### config.mk
export PLATFORM = sky130hd
export DESIGN_NAME = uart_mem_loader
export DESIGN_NICKNAME = d
export VERILOG_FILES = /design/src/rtl/pe2526_pkg.sv /design/src/rtl/byte_word_packer.sv /design/src/rtl/uart_mem_loader.sv
export SDC_FILE = /design/constraint.sdc
export NUM_CORES = 1
export LEC_CHECK = 0
export ABC_AREA = 1
export BUFFER_PORTS_ARGS = -buffer_cell sky130_fd_sc_hd__buf_2
export CAP_MARGIN = 20
export CORE_MARGIN = 2
export CORE_UTILIZATION = 45
export DETAILED_ROUTE_END_ITERATION = 10
export GPL_ROUTABILITY_DRIVEN = 0
export PLACE_DENSITY_LB_ADDON = 0.12
export SYNTH_ARGS = -nofsm -noshare
export SYNTH_HDL_FRONTEND = slang
export SYNTH_HIERARCHICAL = 1
export SYNTH_SLANG_ARGS = --single-unit
### constraint.sdc
create_clock -name clk -period 3.3 [get_ports clk]
set_clock_uncertainty 0.2 [all_clocks]
set_input_delay 0.495 -clock clk [delete_from_list [all_inputs] [get_ports clk]]
set_output_delay 0.495 -clock clk [all_outputs]
set_load 0.005 [all_outputs]
### src/rtl/pe2526_pkg.sv
`default_nettype none
// ============================================================================
//  Module      : pe2526_pkg
//  Description : Shared types and constants for the UART memory loader:
//                FSM state encoding, command bytes, error codes, sync marker.
//  Revision    : 1.0  initial release
// ============================================================================
package pe2526_pkg;

   // Loader FSM states, in packet order
   typedef enum logic [2:0] {
      S_IDLE = 3'd0,
      S_CMD  = 3'd1,
      S_ADDR = 3'd2,
      S_CNT  = 3'd3,
      S_DATA = 3'd4,
      S_CSUM = 3'd5
   } state_t;

   // Command byte values selecting the target memory
   localparam logic [7:0] CMD_MEMA = 8'h01;
   localparam logic [7:0] CMD_MEMB = 8'h02;

   // Error codes reported on err_code
   localparam logic [1:0] ERR_NONE    = 2'd0;
   localparam logic [1:0] ERR_BAD_CMD = 2'd1;
   localparam logic [1:0] ERR_CSUM    = 2'd2;
   localparam logic [1:0] ERR_TIMEOUT = 2'd3;

   // Default packet start marker
   localparam logic [7:0] SYNC_BYTE_DEF = 8'hA5;

endpackage : pe2526_pkg
`default_nettype wire

### src/rtl/byte_word_packer.sv
`default_nettype none
// ============================================================================
//  Module      : byte_word_packer
//  Description : Packs four bytes (LSB first) into a 32-bit word. The word
//                strobe fires the cycle after the fourth byte, with o_word
//                already holding the completed word.
//  Revision    : 1.0  initial release
// ============================================================================
module byte_word_packer (
   input  logic        clk,
   input  logic        rst,
   input  logic        i_clear,
   input  logic        i_valid,
   input  logic [7:0]  i_byte,
   output logic        o_last_byte,
   output logic        o_word_valid,
   output logic [31:0] o_word
);

   logic [1:0]  r_cnt;
   logic [31:0] r_word;
   logic        r_word_valid;

   // Byte position counter, shift register and one-cycle word strobe
   always_ff @(posedge clk) begin
      if (rst) begin
         r_cnt        <= 2'd0;
         r_word       <= 32'd0;
         r_word_valid <= 1'b0;
      end else if (i_clear) begin
         r_cnt        <= 2'd0;
         r_word_valid <= 1'b0;
      end else begin
         r_word_valid <= i_valid && (r_cnt == 2'd3);
         if (i_valid) begin
            r_word <= {i_byte, r_word[31:8]};
            r_cnt  <= r_cnt + 2'd1;
         end
      end
   end

   assign o_last_byte  = (r_cnt == 2'd3);
   assign o_word_valid = r_word_valid;
   assign o_word       = r_word;

endmodule : byte_word_packer
`default_nettype wire

### src/rtl/uart_mem_loader.sv
`default_nettype none
// ============================================================================
//  Module      : uart_mem_loader
//  Description : Parses framed packets from the UART byte stream
//                (SYNC, CMD, ADDR, CNT, data, XOR checksum) and writes the
//                packed 32-bit words into memory A or B. Reports completion
//                or failure as single-cycle done/err pulses.
//  Revision    : 1.0  initial release
// ============================================================================
module uart_mem_loader
   import pe2526_pkg::*;
#(
   parameter int         ADDR_W      = 8,
   parameter int         TIMEOUT_CYC = 100000,
   parameter logic [7:0] SYNC_BYTE   = SYNC_BYTE_DEF
) (
   input  logic              clk,
   input  logic              rst,
   input  logic [7:0]        rx_data,
   input  logic              rx_ready,
   output logic              mem_we,
   output logic              mem_sel,
   output logic [ADDR_W-1:0] mem_addr,
   output logic [31:0]       mem_wdata,
   output logic              busy,
   output logic              done,
   output logic              err,
   output logic [1:0]        err_code
);

   localparam int                c_tmo_w    = $clog2(TIMEOUT_CYC + 1);
   localparam logic [c_tmo_w-1:0] c_tmo_last = c_tmo_w'(TIMEOUT_CYC - 1);

   state_t              r_state;
   state_t              w_state_nxt;
   logic                w_done_set;
   logic                w_err_set;
   logic [1:0]          w_err_code;

   logic [c_tmo_w-1:0]  r_tmo;
   logic                w_tmo_hit;

   logic                r_sel;
   logic [ADDR_W-1:0]   r_base;
   logic [7:0]          r_cnt;
   logic [7:0]          r_rx_words;
   logic [7:0]          r_csum;
   logic [ADDR_W-1:0]   r_mem_addr;
   logic                r_done;
   logic                r_err;
   logic [1:0]          r_err_code;

   logic                w_pk_valid;
   logic                w_last_byte;
   logic                w_last_word;
   logic                w_word_valid;
   logic [31:0]         w_word;

   assign w_pk_valid  = rx_ready && (r_state == S_DATA);
   assign w_last_word = (r_rx_words == (r_cnt - 8'd1));
   // A byte arriving on the expiry cycle takes priority over the timeout
   assign w_tmo_hit   = (r_state != S_IDLE) && !rx_ready && (r_tmo == c_tmo_last);

   byte_word_packer u_packer (
      .clk          (clk),
      .rst          (rst),
      .i_clear      (r_state == S_IDLE),
      .i_valid      (w_pk_valid),
      .i_byte       (rx_data),
      .o_last_byte  (w_last_byte),
      .o_word_valid (w_word_valid),
      .o_word       (w_word)
   );

   // FSM state register
   always_ff @(posedge clk) begin
      if (rst) r_state <= S_IDLE;
      else     r_state <= w_state_nxt;
   end

   // Next-state decode plus done/err requests
   always_comb begin
      w_state_nxt = r_state;
      w_done_set  = 1'b0;
      w_err_set   = 1'b0;
      w_err_code  = r_err_code;
      if (w_tmo_hit) begin
         w_state_nxt = S_IDLE;
         w_err_set   = 1'b1;
         w_err_code  = ERR_TIMEOUT;
      end else if (rx_ready) begin
         case (r_state)
            S_IDLE: if (rx_data == SYNC_BYTE) w_state_nxt = S_CMD;
            S_CMD: begin
               if (rx_data == CMD_MEMA || rx_data == CMD_MEMB) begin
                  w_state_nxt = S_ADDR;
               end else begin
                  w_state_nxt = S_IDLE;
                  w_err_set   = 1'b1;
                  w_err_code  = ERR_BAD_CMD;
               end
            end
            S_ADDR: w_state_nxt = S_CNT;
            S_CNT:  w_state_nxt = S_DATA;
            S_DATA: if (w_last_byte && w_last_word) w_state_nxt = S_CSUM;
            S_CSUM: begin
               w_state_nxt = S_IDLE;
               if (rx_data == r_csum) begin
                  w_done_set = 1'b1;
               end else begin
                  w_err_set  = 1'b1;
                  w_err_code = ERR_CSUM;
               end
            end
            default: w_state_nxt = S_IDLE;
         endcase
      end
   end

   // Inter-byte timeout counter, restarted by every byte and idle in S_IDLE
   always_ff @(posedge clk) begin
      if (rst || r_state == S_IDLE || rx_ready) r_tmo <= '0;
      else                                      r_tmo <= r_tmo + 1'b1;
   end

   // Header capture, checksum accumulation and write-address generation
   always_ff @(posedge clk) begin
      if (rst) begin
         r_sel      <= 1'b0;
         r_base     <= '0;
         r_cnt      <= 8'd0;
         r_rx_words <= 8'd0;
         r_csum     <= 8'd0;
         r_mem_addr <= '0;
      end else if (rx_ready) begin
         case (r_state)
            S_IDLE: begin
               r_csum     <= 8'd0;
               r_rx_words <= 8'd0;
            end
            S_CMD: begin
               r_csum <= r_csum ^ rx_data;
               if (rx_data == CMD_MEMA) r_sel <= 1'b0;
               if (rx_data == CMD_MEMB) r_sel <= 1'b1;
            end
            S_ADDR: begin
               r_csum <= r_csum ^ rx_data;
               r_base <= ADDR_W'(rx_data);
            end
            S_CNT: begin
               r_csum <= r_csum ^ rx_data;
               r_cnt  <= rx_data;
            end
            S_DATA: begin
               r_csum <= r_csum ^ rx_data;
               if (w_last_byte) begin
                  r_mem_addr <= r_base + ADDR_W'(r_rx_words);
                  r_rx_words <= r_rx_words + 8'd1;
               end
            end
            default: ;
         endcase
      end
   end

   // Status pulses; err_code only moves when an err pulse fires
   always_ff @(posedge clk) begin
      if (rst) begin
         r_done     <= 1'b0;
         r_err      <= 1'b0;
         r_err_code <= ERR_NONE;
      end else begin
         r_done <= w_done_set;
         r_err  <= w_err_set;
         if (w_err_set) r_err_code <= w_err_code;
      end
   end

   assign mem_we    = w_word_valid;
   assign mem_sel   = r_sel;
   assign mem_addr  = r_mem_addr;
   assign mem_wdata = w_word;
   assign busy      = (r_state != S_IDLE);
   assign done      = r_done;
   assign err       = r_err;
   assign err_code  = r_err_code;

endmodule : uart_mem_loader
`default_nettype wire
Yosys cells after proc, flatten, opt, wreduce, memory -nomap -nowiden:

Index checks and enable logic that the tools add are counted.

* add/subtract/negate cells: 5
* reduce and logical (&&, ||, !) cells: 29
* bitwise gates (word level): 4
* equal/unequal tests: 17
* multiplexer cells: 20

Operators by type and width (count)
* $pmux W8 S2: 2
* $add A17 B1 Y17 const B: 1
* $eq A17 B17 Y1 const B: 1
* $eq A8 B8 Y1: 2
* $pmux W3 S5: 1
* $reduce_and A3 Y1: 4
* $mux W2: 5
* $add A8 B1 Y8 const B: 1
* $add A8 B8 Y8: 1
* $eq A8 B1 Y1 const B: 1
* $eq A8 B2 Y1 const B: 1
* $eq A8 B8 Y1 const B: 1
* $mux W8: 1
* $reduce_and A2 Y1: 4
* $reduce_bool A2 Y1: 4
* $reduce_or A4 Y1: 2
* $sub A8 B1 Y8 const B: 1
* $xor A8 B8 Y8: 1
* $mux W1: 7
* $eq A3 B2 Y1 const B: 2
* $eq A3 B3 Y1 const B: 2
* $mux W3: 2
* $ne A3 B3 Y1 const B: 2
* $reduce_bool A3 Y1: 2
* 14 further kinds: 24

* input port bits: 11
* output and inout bits: 47
* logic and storage cells: 89
* register bits: 100

Longest topological paths before layout:

Gate-level depths: netlist of the first run.

* depth in word-level cells: 7
* gate-level depth with buffers: 16
* gate-level depth less buffers: 16

Cells and area by module:

Netlist of the first run, hierarchy kept.

By module, submodules not included
* uart_mem_loader: cells an instance 467, instances 1, seq. area each 1301.2 um2, area an instance 3399.5 um2
* byte_word_packer: cells an instance 221, instances 1, seq. area each 700.7 um2, area an instance 1495.2 um2

Least setup slack after synthesis of the first run:

OpenSTA, ideal clock, no wires.

* path kind: register -> register
* start: register r_rx_words[0]
* end: register r_mem_addr[6], in the netlist mem_addr[6]
* required time: 2.986 ns
* cell stages (with the launch flop): 11
* period minus slack after synthesis: 2.011 ns
* data arrival time: 1.697 ns
* path slack: 1.289 ns
* cell sequence: dfxtp_1 ha_1 inv_1 fa_1 o21ai_0 a21oi_1 inv_1 a21oi_1 xnor2_1 o21bai_1 inv_1

* longest elaborated chain between the ends: 1

Ends and longest elaborated chain
* start, declared: RTL line uart_mem_loader.sv:46 `logic [7:0] r_rx_words;`
* start signal, assigned: RTL line uart_mem_loader.sv:158 `r_rx_words <= r_rx_words + 8'd1;`
* $add A8 B8 Y8: RTL line uart_mem_loader.sv:157 `r_mem_addr <= r_base + ADDR_W'(r_rx_words);`
* end signal, assigned: RTL line uart_mem_loader.sv:157
* end, declared: RTL line uart_mem_loader.sv:48 `logic [ADDR_W-1:0] r_mem_addr;`

Every way passes these cells.
A chain may end at the register's enable or synchronous reset.

Final worst setup path of the first run:

Same ends and word-level chain as after synthesis.

==> impl_metrics.env, run 1 <==
export IMPL_power_density_nw_per_um2=596
export IMPL_timing_hold_worst_class="in2reg"
export IMPL_seq_area_frac_synth_pct=40.9
export IMPL_layout_commonest_cell="nand2_1"
export IMPL_critical_path_class="reg2reg"
export IMPL_slowest_delay_ns=0.48
export IMPL_dpl_worst_slack_ns=1.05
export IMPL_cts_path_max_buffers=2
export IMPL_grt_pass1_vias=3856
export IMPL_cts_tree="done"
export IMPL_fill_cells=1085
export IMPL_grt_pass1_wl_um=18500
export IMPL_status="completed"
export IMPL_fin_setup_tns_ns=0
export IMPL_ctsResizeCount=0
export IMPL_final_hold_viol_count=0
export IMPL_first_pass_iters=4
export IMPL_cpMaxStageDelayCell="dfxtp_1"
export IMPL_cpMostUsedCell="inv_1"
export IMPL_power_leakage_nw=2.46
export IMPL_register_area_sq_um=2000
export IMPL_num_antenna_cells=0
export IMPL_final_cell_mix="113 x nand2_1, 112 x nor2_1, 100 x dfxtp_1"
export IMPL_synthCells=688
export IMPL_grt_use_total_pct=19.9
export IMPL_die_w_um=108
export IMPL_drc=0
export IMPL_cp_arrival_ns=2.35
export IMPL_vias=4310
export IMPL_rsz0062_at_grt="false"
export IMPL_period_needed_ns=2.28
export IMPL_cts_hold_buf=0
export IMPL_synth_seq_cells=100
export IMPL_reg2reg_from="r_rx_words[0]$_SDFFE_PP0P_"
export IMPL_syn_nets=711
export IMPL_dp_hpwl_um=7870
export IMPL_drtAntennaViolNets=0
export IMPL_grt_start_max_net_pins=36
export IMPL_rows=38
export IMPL_min_path_cells=2
export IMPL_viasPerCell=4.89
export IMPL_dpl_cell_count=867
export IMPL_grt_ovfl_total=0
export IMPL_die_y_um=108
export IMPL_min_from="rst"
export IMPL_stdcell_count=882
export IMPL_yosysWarnings=6
export IMPL_maxSlewHeadroom_pct=34.0
export IMPL_r2r_slack_ns=1.02
export IMPL_dieArea_sq_um=11700
export IMPL_clock_latency_ns=0.37
export IMPL_multi_input_area_sq_um=2390
export IMPL_io_buffers=57
export IMPL_htree_levels=3
export IMPL_drive_gt1_share_pct=13.7
export IMPL_fmax_mhz=438
export IMPL_path_cells="ha_1, inv_1, fa_1, o21ai_0, a21oi_1, inv_1, a21oi_1, xnor2_1, o21bai_1, inv_1"
export IMPL_synthesis_area_sq_um=4890
export IMPL_root_buffer="clkbuf_8"
export IMPL_path_max_fanout=6
export IMPL_nNetsFinal=761
export IMPL_timing_rr_end="mem_addr[6]$_SDFFE_PP0P_"
export IMPL_reg2reg_depth=10
export IMPL_synthDistinctLibCells=40
export IMPL_min_to="r_rx_words[1]$_SDFFE_PP0P_"
export IMPL_worst_slew_pin_slew_ns=0.989
export IMPL_syn_avg_cell_area_sq_um=7.11
export IMPL_cts_sinks=100
export IMPL_fin_crit_sh_pct=69.1
export IMPL_final_max_slew_viol_count=0
export IMPL_required_ns=3.37
export IMPL_first_iter_violations=288
export IMPL_area_growth_syn_to_layout_pct=11.3
export IMPL_ios=58
export IMPL_endpoint_kind="register"
export IMPL_cts_reportedPaths_clkPinSlew_ns=0.09
export IMPL_peakVddDrop_mv=0.258
export IMPL_setup_violations=0
export IMPL_antenna_found_initial=0
export IMPL_start_util_pct=45.6
export IMPL_core_sq_um=10700
export IMPL_crit_path_start_kind="register"
export IMPL_drv_cap=0
export IMPL_routedWlPerCell_um=12.5
export IMPL_numCtsBuffers=9
export IMPL_routed_wl_um=11000
export IMPL_cts_setup_buffers=0
export IMPL_setup_ws_ns=1.02
cell type report:
cell class	instances	share of cell area, %
inverters	100	6.93
repair buffers	62	5.92
well taps	140	3.21
multi-input cells	465	43.9
flip-flops and latches	100	36.7
clock inverters	5	0.987
clock buffers	10	2.34
worst max-delay path: cells and delay by family (launching register included):
kind            cells  cell delay [ns]
compound gates      4             0.59
xor+xnor            1             0.14
fa+ha+maj           2             0.61
buf+inv             3             0.17
flops               1             0.48
worst max path at each step:
stage	startpoint	endpoint	slack, ns
final	r_rx_words[0]$_SDFFE_PP0P_	mem_addr[6]$_SDFFE_PP0P_	1.02
after global routing	r_rx_words[0]$_SDFFE_PP0P_	mem_addr[6]$_SDFFE_PP0P_	0.80
after CTS	r_rx_words[0]$_SDFFE_PP0P_	mem_addr[6]$_SDFFE_PP0P_	1.04
after detailed placement	rx_ready	r_csum[3]$_SDFFE_PP0P_	1.05
after global placement	rx_ready	r_csum[5]$_SDFFE_PP0P_	1.12
after floorplan	r_rx_words[0]$_SDFFE_PP0P_	mem_addr[6]$_SDFFE_PP0P_	1.29
metrics by stage:
stage	utilization (%)	hold slack (ns)	instance area [sq um]	total power, mW
3_3_place_gp	49.0	0.232	5270	2.50
4_1_cts	50.7	0.238	5450	3.28
2_1_floorplan	-	0.218	4890	2.26
6_report	50.7	0.250	5450	3.25
5_1_grt	50.7	0.244	5450	3.49
3_5_place_dp	49.0	0.252	5270	2.51
registers in the layout (all words and copies together) (netlist names):
| register | cells |
|---|---|
| u_packer/r_cnt | 2 |
| mem_addr | 8 |
| r_rx_words | 8 |
| done | 1 |
| r_state | 3 |
| r_csum | 8 |
| r_base | 8 |
| err_code | 2 |
| err | 1 |
| u_packer/o_word_valid | 1 |
| r_cnt | 8 |
| u_packer/o_word | 32 |
| mem_sel | 1 |
| r_tmo | 17 |
report_power, final:
group	total, mW	switching (mW)	leakage (nW)	internal [mW]
clock network	0.765	0.421	0.0959	0.345
logic	1.06	0.731	1.56	0.332
registers	1.42	0.0959	0.808	1.32
total	3.25	1.25	2.46	2.00
cells in the mapped netlist:
cell type	n	area, sq um
a211oi_1	1	7.51
a21oi_1	50	250
a21oi_2	1	8.76
and3_1	1	6.26
buf_1	2	7.51
buf_2	10	50.1
buf_4	1	7.51
buf_6	3	33.8
clkbuf_1	6	22.5
clkbuf_2	1	5.00
dfxtp_1	100	2000
fa_1	1	20.0
ha_1	11	138
inv_1	96	360
inv_2	3	11.3
inv_4	1	6.26
nand2_1	113	424
nand2_2	3	18.8
nand2_4	3	33.8
nand2_8	1	20.0
nand3_1	54	270
nand3_2	2	20.0
nand4_1	7	43.8
nor2_1	113	424
nor2_2	3	18.8
nor2_4	5	56.3
nor2_8	1	20.0
nor3_1	12	60.1
nor3_2	1	10.0
nor3b_1	5	37.5
nor4_1	6	37.5
o211a_1	1	10.0
o211ai_1	3	22.5
o21ai_0	39	195
o21bai_1	4	30.0
o41ai_1	1	8.76
or2_1	1	6.26
or2_2	1	6.26
xnor2_1	8	70.1
xor2_1	13	114
metal layers:
layer  vias up  track usage [%]  part of all wire [%]
li1       2281                -                     -
met3         6             3.98                   4.3
met4         0             5.49                  0.85
met1      1935             28.7                    51
met5         -                0                     0
met2        88             30.4                    44
logic make-up after synthesis:
logic type                 Yosys count  share of synthesized area (%)
DFF                                100                           40.9
xor gates and xnor gates            21                           3.76
buffers and inverters              123                           10.3
and+or+nand+nor                    332                           30.9
adders and majority gates           12                           3.22
AOI/OAI and AO/OA                  100                           10.9
Note: power is estimated with default switching activity, not from simulation.
==> inputs of run 2 (changes only) <==
- ABC_AREA: 1 -> 0
- clock period: 3.3 -> 1.85 ns (I/O delays scaled with it)
==> impl_metrics.env, run 2 <==
export IMPL_cts_tree="done"
export IMPL_yosysWarnings=6
export IMPL_io_buffers=57
export IMPL_routed_wl_um=11900
export IMPL_reg2reg_from="r_base[1]$_SDFFE_PP0P_"
export IMPL_reg2reg_depth=6
export IMPL_antenna_found_initial=0
export IMPL_drc=0
export IMPL_synthCells=539
export IMPL_final_hold_viol_count=0
export IMPL_grt_util_met1_pct=30.8
export IMPL_crit_path_start_kind="register"
export IMPL_cts_sinks=100
export IMPL_fin_crit_sh_pct=103
export IMPL_numCtsBuffers=9
export IMPL_routedWlPerCell_um=15.2
export IMPL_htree_levels=3
export IMPL_rsz0062_at_grt="true"
export IMPL_drive_gt1_share_pct=29.4
export IMPL_period_needed_ns=1.90
export IMPL_seq_area_frac_synth_pct=41.5
export IMPL_synth_seq_cells=100
export IMPL_min_from="rx_data[5]"
export IMPL_syn_nets=562
export IMPL_yosysTopAreaCellShare_pct=41.5
export IMPL_worst_slew_pin_slew_ns=0.529
export IMPL_area_growth_syn_to_layout_pct=26.2
export IMPL_maxSlewHeadroom_pct=64.7
export IMPL_cp_arrival_ns=2.00
export IMPL_rows=37
export IMPL_synth_area_leaders="dfxtp_1 42%, mux2i_1 6.6%, xor2_1 4.9%"
export IMPL_min_to="r_csum[5]$_SDFFE_PP0P_"
export IMPL_ios=58
export IMPL_die_y_um=107
export IMPL_cts_path_max_buffers=2
export IMPL_first_pass_iters=4
export IMPL_min_path_cells=3
export IMPL_setup_ws_ns=-0.0472
export IMPL_nNetsFinal=667
export IMPL_vias=4148
export IMPL_largest_reg_flops=32
export IMPL_fill_cells=946
export IMPL_yosys_top_cells_count="100 x dfxtp_1, 51 x nand2_1, 47 x nor2_1"
export IMPL_timing_hold_worst_class="in2reg"
export IMPL_layout_commonest_cell="dfxtp_1"
export IMPL_num_antenna_cells=0
export IMPL_endpoint_kind="register"
export IMPL_root_buffer="clkbuf_8"
export IMPL_grt_use_met2_pct=33.2
export IMPL_grt_busiest_layer="met2"
export IMPL_dieArea_sq_um=11600
export IMPL_fmax_mhz=527
export IMPL_dpl_worst_slack_ns=-0.178
export IMPL_drtAntennaViolNets=0
export IMPL_final_max_slew_viol_count=0
export IMPL_grt_pass1_vias=4054
export IMPL_cts_hold_buf=0
export IMPL_path_cells="ha_4, a21o_1, a2111oi_4, o31ai_2, xnor2_1, a211oi_1"
export IMPL_synthDistinctLibCells=60
export IMPL_dp_hpwl_um=8460
export IMPL_synth_edf_count=0
export IMPL_synth_async_reset_ratio_pct=0
export IMPL_peakVddDrop_mv=0.334
export IMPL_critical_path_class="reg2reg"
export IMPL_whs_ns=0.0175
export IMPL_cts_reportedPaths_clkPinSlew_ns=0.11
export IMPL_core_sq_um=10400
export IMPL_synth_largest_area_cell="dfxtp_1"
export IMPL_die_w_um=107
export IMPL_viasPerCell=5.28
export IMPL_power_leakage_nw=2.49
export IMPL_clock_latency_ns=0.38
export IMPL_grt_pass1_wl_um=19600
export IMPL_synthesis_area_sq_um=4820
export IMPL_grt_use_total_pct=21.6
export IMPL_synthFlopType="dfxtp_1"
export IMPL_grt_ovfl_total=0
export IMPL_r2r_slack_ns=-0.05
export IMPL_setup_violations=5
export IMPL_status="finished with violations"
export IMPL_syn_avg_cell_area_sq_um=8.94
export IMPL_timing_rr_end="mem_addr[7]$_SDFFE_PP0P_"
export IMPL_slowest_delay_ns=0.43
export IMPL_final_cell_mix="91 x dfxtp_1, 70 x buf_4, 56 x buf_2"
export IMPL_first_iter_violations=201
export IMPL_start_util_pct=46.5
export IMPL_power_density_nw_per_um2=650
export IMPL_required_ns=1.95
export IMPL_path_max_fanout=2
export IMPL_use_met3_pct=2.66
export IMPL_yosysMostFrequentCell="dfxtp_1"
export IMPL_cpMaxStageDelayCell="a2111oi_4"
export IMPL_drv_cap=0
export IMPL_violations="setup timing"
export IMPL_grt_start_max_net_pins=26
==> run 2: cell types whose count changed in the layout (fill, tap and decap cells not counted), moves of 23 or more <==
cell	change
nor2_1	-66
nand2_1	-62
nand2b_1	+35
nand3_1	-46
o21ai_0	-26
buf_4	+65
a21oi_1	-23
inv_1	-89
mux2i_1	+32
==> run 2: where the power goes <==
| part | leakage (nW) | switching [mW] | internal (mW) |
|---|---|---|---|
| clock network | 0.117 | 0.856 | 0.789 |
| logic | 1.56 | 0.0922 | 0.0644 |
| registers | 0.810 | 0.000183 | 2.15 |
==> run 2: area by class of cell <==
cell class              count  area (sq um)  area share (%)
multi-input cells         396          2800            46.1
flip-flops and latches    100          2020            33.1
repair buffers            128           828            13.6
well taps                 136           170            2.80
clock buffers               9           124            2.04
clock inverters             7           106            1.75
inverters                   9          33.8           0.556
==> run 2: logic make-up after synthesis <==
| group | Yosys count | share of synthesized area (%) |
|---|---|---|
| AND/OR/NAND/NOR | 221 | 25.3 |
| flip-flops | 100 | 41.5 |
| AO/OA/AOI/OAI | 88 | 11.6 |
| buffers and inverters | 44 | 4.00 |
| XOR/XNOR | 42 | 7.63 |
| multiplexers | 32 | 6.65 |
| adder cells (fa/ha/maj) | 12 | 3.27 |
==> run 2: worst max path at each step <==
stage	slack (ns)	from	cells after the start	end
6_report	-0.05	r_base[1]$_SDFFE_PP0P_	6	mem_addr[7]$_SDFFE_PP0P_
5_1_grt	-0.16	r_base[1]$_SDFFE_PP0P_	6	mem_addr[7]$_SDFFE_PP0P_
4_1_cts	-0.09	r_tmo[6]$_SDFF_PP0_	5	err_code[1]$_SDFFE_PP0P_
3_5_place_dp	-0.18	rx_data[3]	7	r_state[0]$_SDFFE_PP0P_
3_3_place_gp	-0.13	rx_data[3]	7	r_state[0]$_SDFFE_PP0P_
2_1_floorplan	0.0002	r_tmo[6]$_SDFF_PP0_	5	err_code[0]$_SDFFE_PP0P_
==> run 2: critical path, delay by kind of cell, from the launching register on <==
family | cells | cell delay, ns
AOI/OAI and AO/OA | 4 | 0.91
DFF | 1 | 0.35
adders and majority gates | 1 | 0.23
xor gates and xnor gates | 1 | 0.13
==> run 2: timing repair <==
| action | CTS | global route |
|---|---|---|
| endpoints found under the hold margin | 0 | 0 |
| endpoints found under the setup margin | 11 | 34 |
| gates resized for setup | 16 | 24 |
| gates cloned | 0 | 1 |
| pin swaps | 10 | 16 |
| buffers inserted | 4 | 2 |
==> run 2: per-layer routing <==
metal,wire length (um),part of all wire [%]
met5,0,0
met4,207,1.7
met3,542,4.6
met2,5180,44
met1,5960,50
==> run 2: metrics by stage <==
step / power, mW / TNS, ns / area [sq um] / cells / utilization (%)
2_1_floorplan: 2.28 / 0 / 4850 / 539 / -
3_3_place_gp: 2.35 / -0.584 / 5630 / 762 / 54.3
3_5_place_dp: 2.35 / -0.883 / 5630 / 762 / 54.3
4_1_cts: 3.99 / -0.576 / 5960 / 782 / 57.5
5_1_grt: 4.08 / -0.923 / 6080 / 785 / 58.6
6_report: 3.95 / -0.155 / 6080 / 785 / 58.6
==> inputs of run 3 (changes only) <==
- CELL_PAD_IN_SITES_DETAIL_PLACEMENT: not set -> 1
- CELL_PAD_IN_SITES_GLOBAL_PLACEMENT: not set -> 2
- CORE_UTILIZATION: 45 -> 32
==> impl_metrics.env, run 3 (synthesis gave the netlist of run 2 again) <==
export IMPL_status="finished with violations"
export IMPL_violations="setup timing"
export IMPL_dieArea_sq_um=16100
export IMPL_final_hold_viol_count=0
export IMPL_cts_sinks=100
export IMPL_path_max_fanout=2
export IMPL_power_leakage_nw=2.53
export IMPL_viasPerCell=5.07
export IMPL_htree_levels=3
export IMPL_fin_crit_sh_pct=102
export IMPL_cts_tree="done"
export IMPL_grt_pass1_vias=4329
export IMPL_nNetsFinal=669
export IMPL_grt_use_total_pct=18.0
export IMPL_die_w_um=127
export IMPL_rsz0062_at_grt="true"
export IMPL_num_antenna_cells=0
export IMPL_clock_latency_ns=0.35
export IMPL_cts_reportedPaths_clkPinSlew_ns=0.07
export IMPL_critical_path_class="reg2reg"
export IMPL_numCtsBuffers=9
export IMPL_first_pass_iters=4
export IMPL_required_ns=1.92
export IMPL_path_cells="ha_4, a21o_1, a2111oi_4, o31ai_2, xnor2_1, a211oi_1"
export IMPL_drtAntennaViolNets=0
export IMPL_grt_ovfl_total=0
export IMPL_worst_slew_pin_slew_ns=0.497
export IMPL_routedWlPerCell_um=16.7
export IMPL_final_max_slew_viol_count=0
export IMPL_core_sq_um=14600
export IMPL_root_buffer="clkbuf_16"
export IMPL_cts_hold_buf=0
export IMPL_die_y_um=127
export IMPL_timing_hold_worst_class="in2reg"
export IMPL_grt_start_max_net_pins=22
export IMPL_drive_gt1_share_pct=29.5
export IMPL_drv_cap=0
export IMPL_endpoint_kind="register"
export IMPL_cp_top_family="compound AO/OA/AOI/OAI gates"
export IMPL_grt_pass1_wl_um=22800
export IMPL_dp_hpwl_um=10500
export IMPL_setup_violations=3
export IMPL_crit_path_start_kind="register"
export IMPL_vias=4231
export IMPL_start_util_pct=32.9
export IMPL_io_buffers=57
export IMPL_period_needed_ns=1.88
export IMPL_cp_arrival_ns=1.95
export IMPL_layout_commonest_cell="dfxtp_1"
export IMPL_drc=0
export IMPL_min_path_cells=4
export IMPL_final_cell_mix="89 x dfxtp_1, 68 x buf_4, 57 x buf_2"
export IMPL_area_growth_syn_to_layout_pct=30.0
export IMPL_reg2reg_depth=6
export IMPL_crit_cells=6
export IMPL_largest_reg_flops=32
export IMPL_setup_ws_ns=-0.0323
export IMPL_antenna_found_initial=0
export IMPL_peakVddDrop_mv=0.435
export IMPL_maxSlewHeadroom_pct=66.9
export IMPL_ios=58
export IMPL_fmax_mhz=531
export IMPL_dpl_worst_slack_ns=-0.187
export IMPL_cpMaxStageDelayCell="a2111oi_4"
export IMPL_routed_wl_um=13900
export IMPL_slowest_delay_ns=0.35
export IMPL_p_total_mw=4.35
export IMPL_first_iter_violations=124
export IMPL_power_density_nw_per_um2=694
export IMPL_crit_buf_inv=0
export IMPL_rows=44
export IMPL_cts_path_max_buffers=2
## run 3: cell count changes in the layout (fill, tap and decap cells not counted), sizes merged
cell and delta:
clkinv +3, clkinvlp +1, inv -4, buf +2
## run 3: path summary, 6_finish.rpt
path                            startpoint                       end  slack [ns]
setup reg to reg    r_base[1]$_SDFFE_PP0P_  mem_addr[7]$_SDFFE_PP0P_       -0.03
hold reg to reg   mem_addr[2]$_SDFFE_PP0P_  mem_addr[2]$_SDFFE_PP0P_        0.27
hold / removal                  rx_data[4]    r_base[4]$_SDFFE_PP0P_        0.14
setup / recovery    r_base[1]$_SDFFE_PP0P_  mem_addr[7]$_SDFFE_PP0P_       -0.03
## run 3: repair_timing
item | CTS | global route
gates cloned | 0 | 1
endpoints found under the hold margin | 0 | 0
setup endpoints to repair | 12 | 32
setup buffers | 0 | 1
pin swaps | 10 | 18
resized for setup | 14 | 21
## run 3: layer usage
layer	part of all wire [%]	wire (um)	GRT usage [%]	up-vias
met1	49	6860	25.0	2079
met2	47	6480	28.9	54
li1	-	-	-	2087
met4	1.3	183	5.82	0
met3	2.8	389	2.83	11
met5	0	0	0	-
## run 3: per-stage QoR
| stage | hold slack (ns) | std cells | area (sq um) | util, % | TNS, ns |
|---|---|---|---|---|---|
| 3_3_place_gp | 0.240 | 817 | 5790 | 39.6 | -1.03 |
| 5_1_grt | 0.159 | 835 | 6270 | 42.8 | -0.707 |
| 6_report | 0.144 | 835 | 6270 | 42.8 | -0.0569 |
| 4_1_cts | 0.136 | 833 | 6160 | 42.1 | -0.213 |
| 3_5_place_dp | 0.248 | 817 | 5790 | 39.6 | -1.31 |
| 2_1_floorplan | 0.213 | 539 | 4850 | - | 0 |
## run 3: cell type report
class                           instances  area [sq um]
Clock buffer                            9           225
Sequential cell                       100          2020
Timing Repair Buffer                  130           887
Multi-Input combinational cell        396          2780
Tap cell                              184           230
Inverter                                9          33.8
Clock inverter                          7          91.3
Fill cell                            1712          8380
## run 3: power breakdown
| group | switching, mW | internal (mW) |
|---|---|---|
| clock | 0.848 | 1.18 |
| sequential | 0.000188 | 2.15 |
| combinational | 0.0980 | 0.0687 |
| total | 0.946 | 3.40 |
## run 3: worst reg2reg max path: cells and delay by family, from the launching register on
family                     cells  cell delay (ns)
DFF                            1             0.34
xor gates and xnor gates       1             0.13
adders and majority gates      1             0.22
AOI/OAI and AO/OA              4             0.92
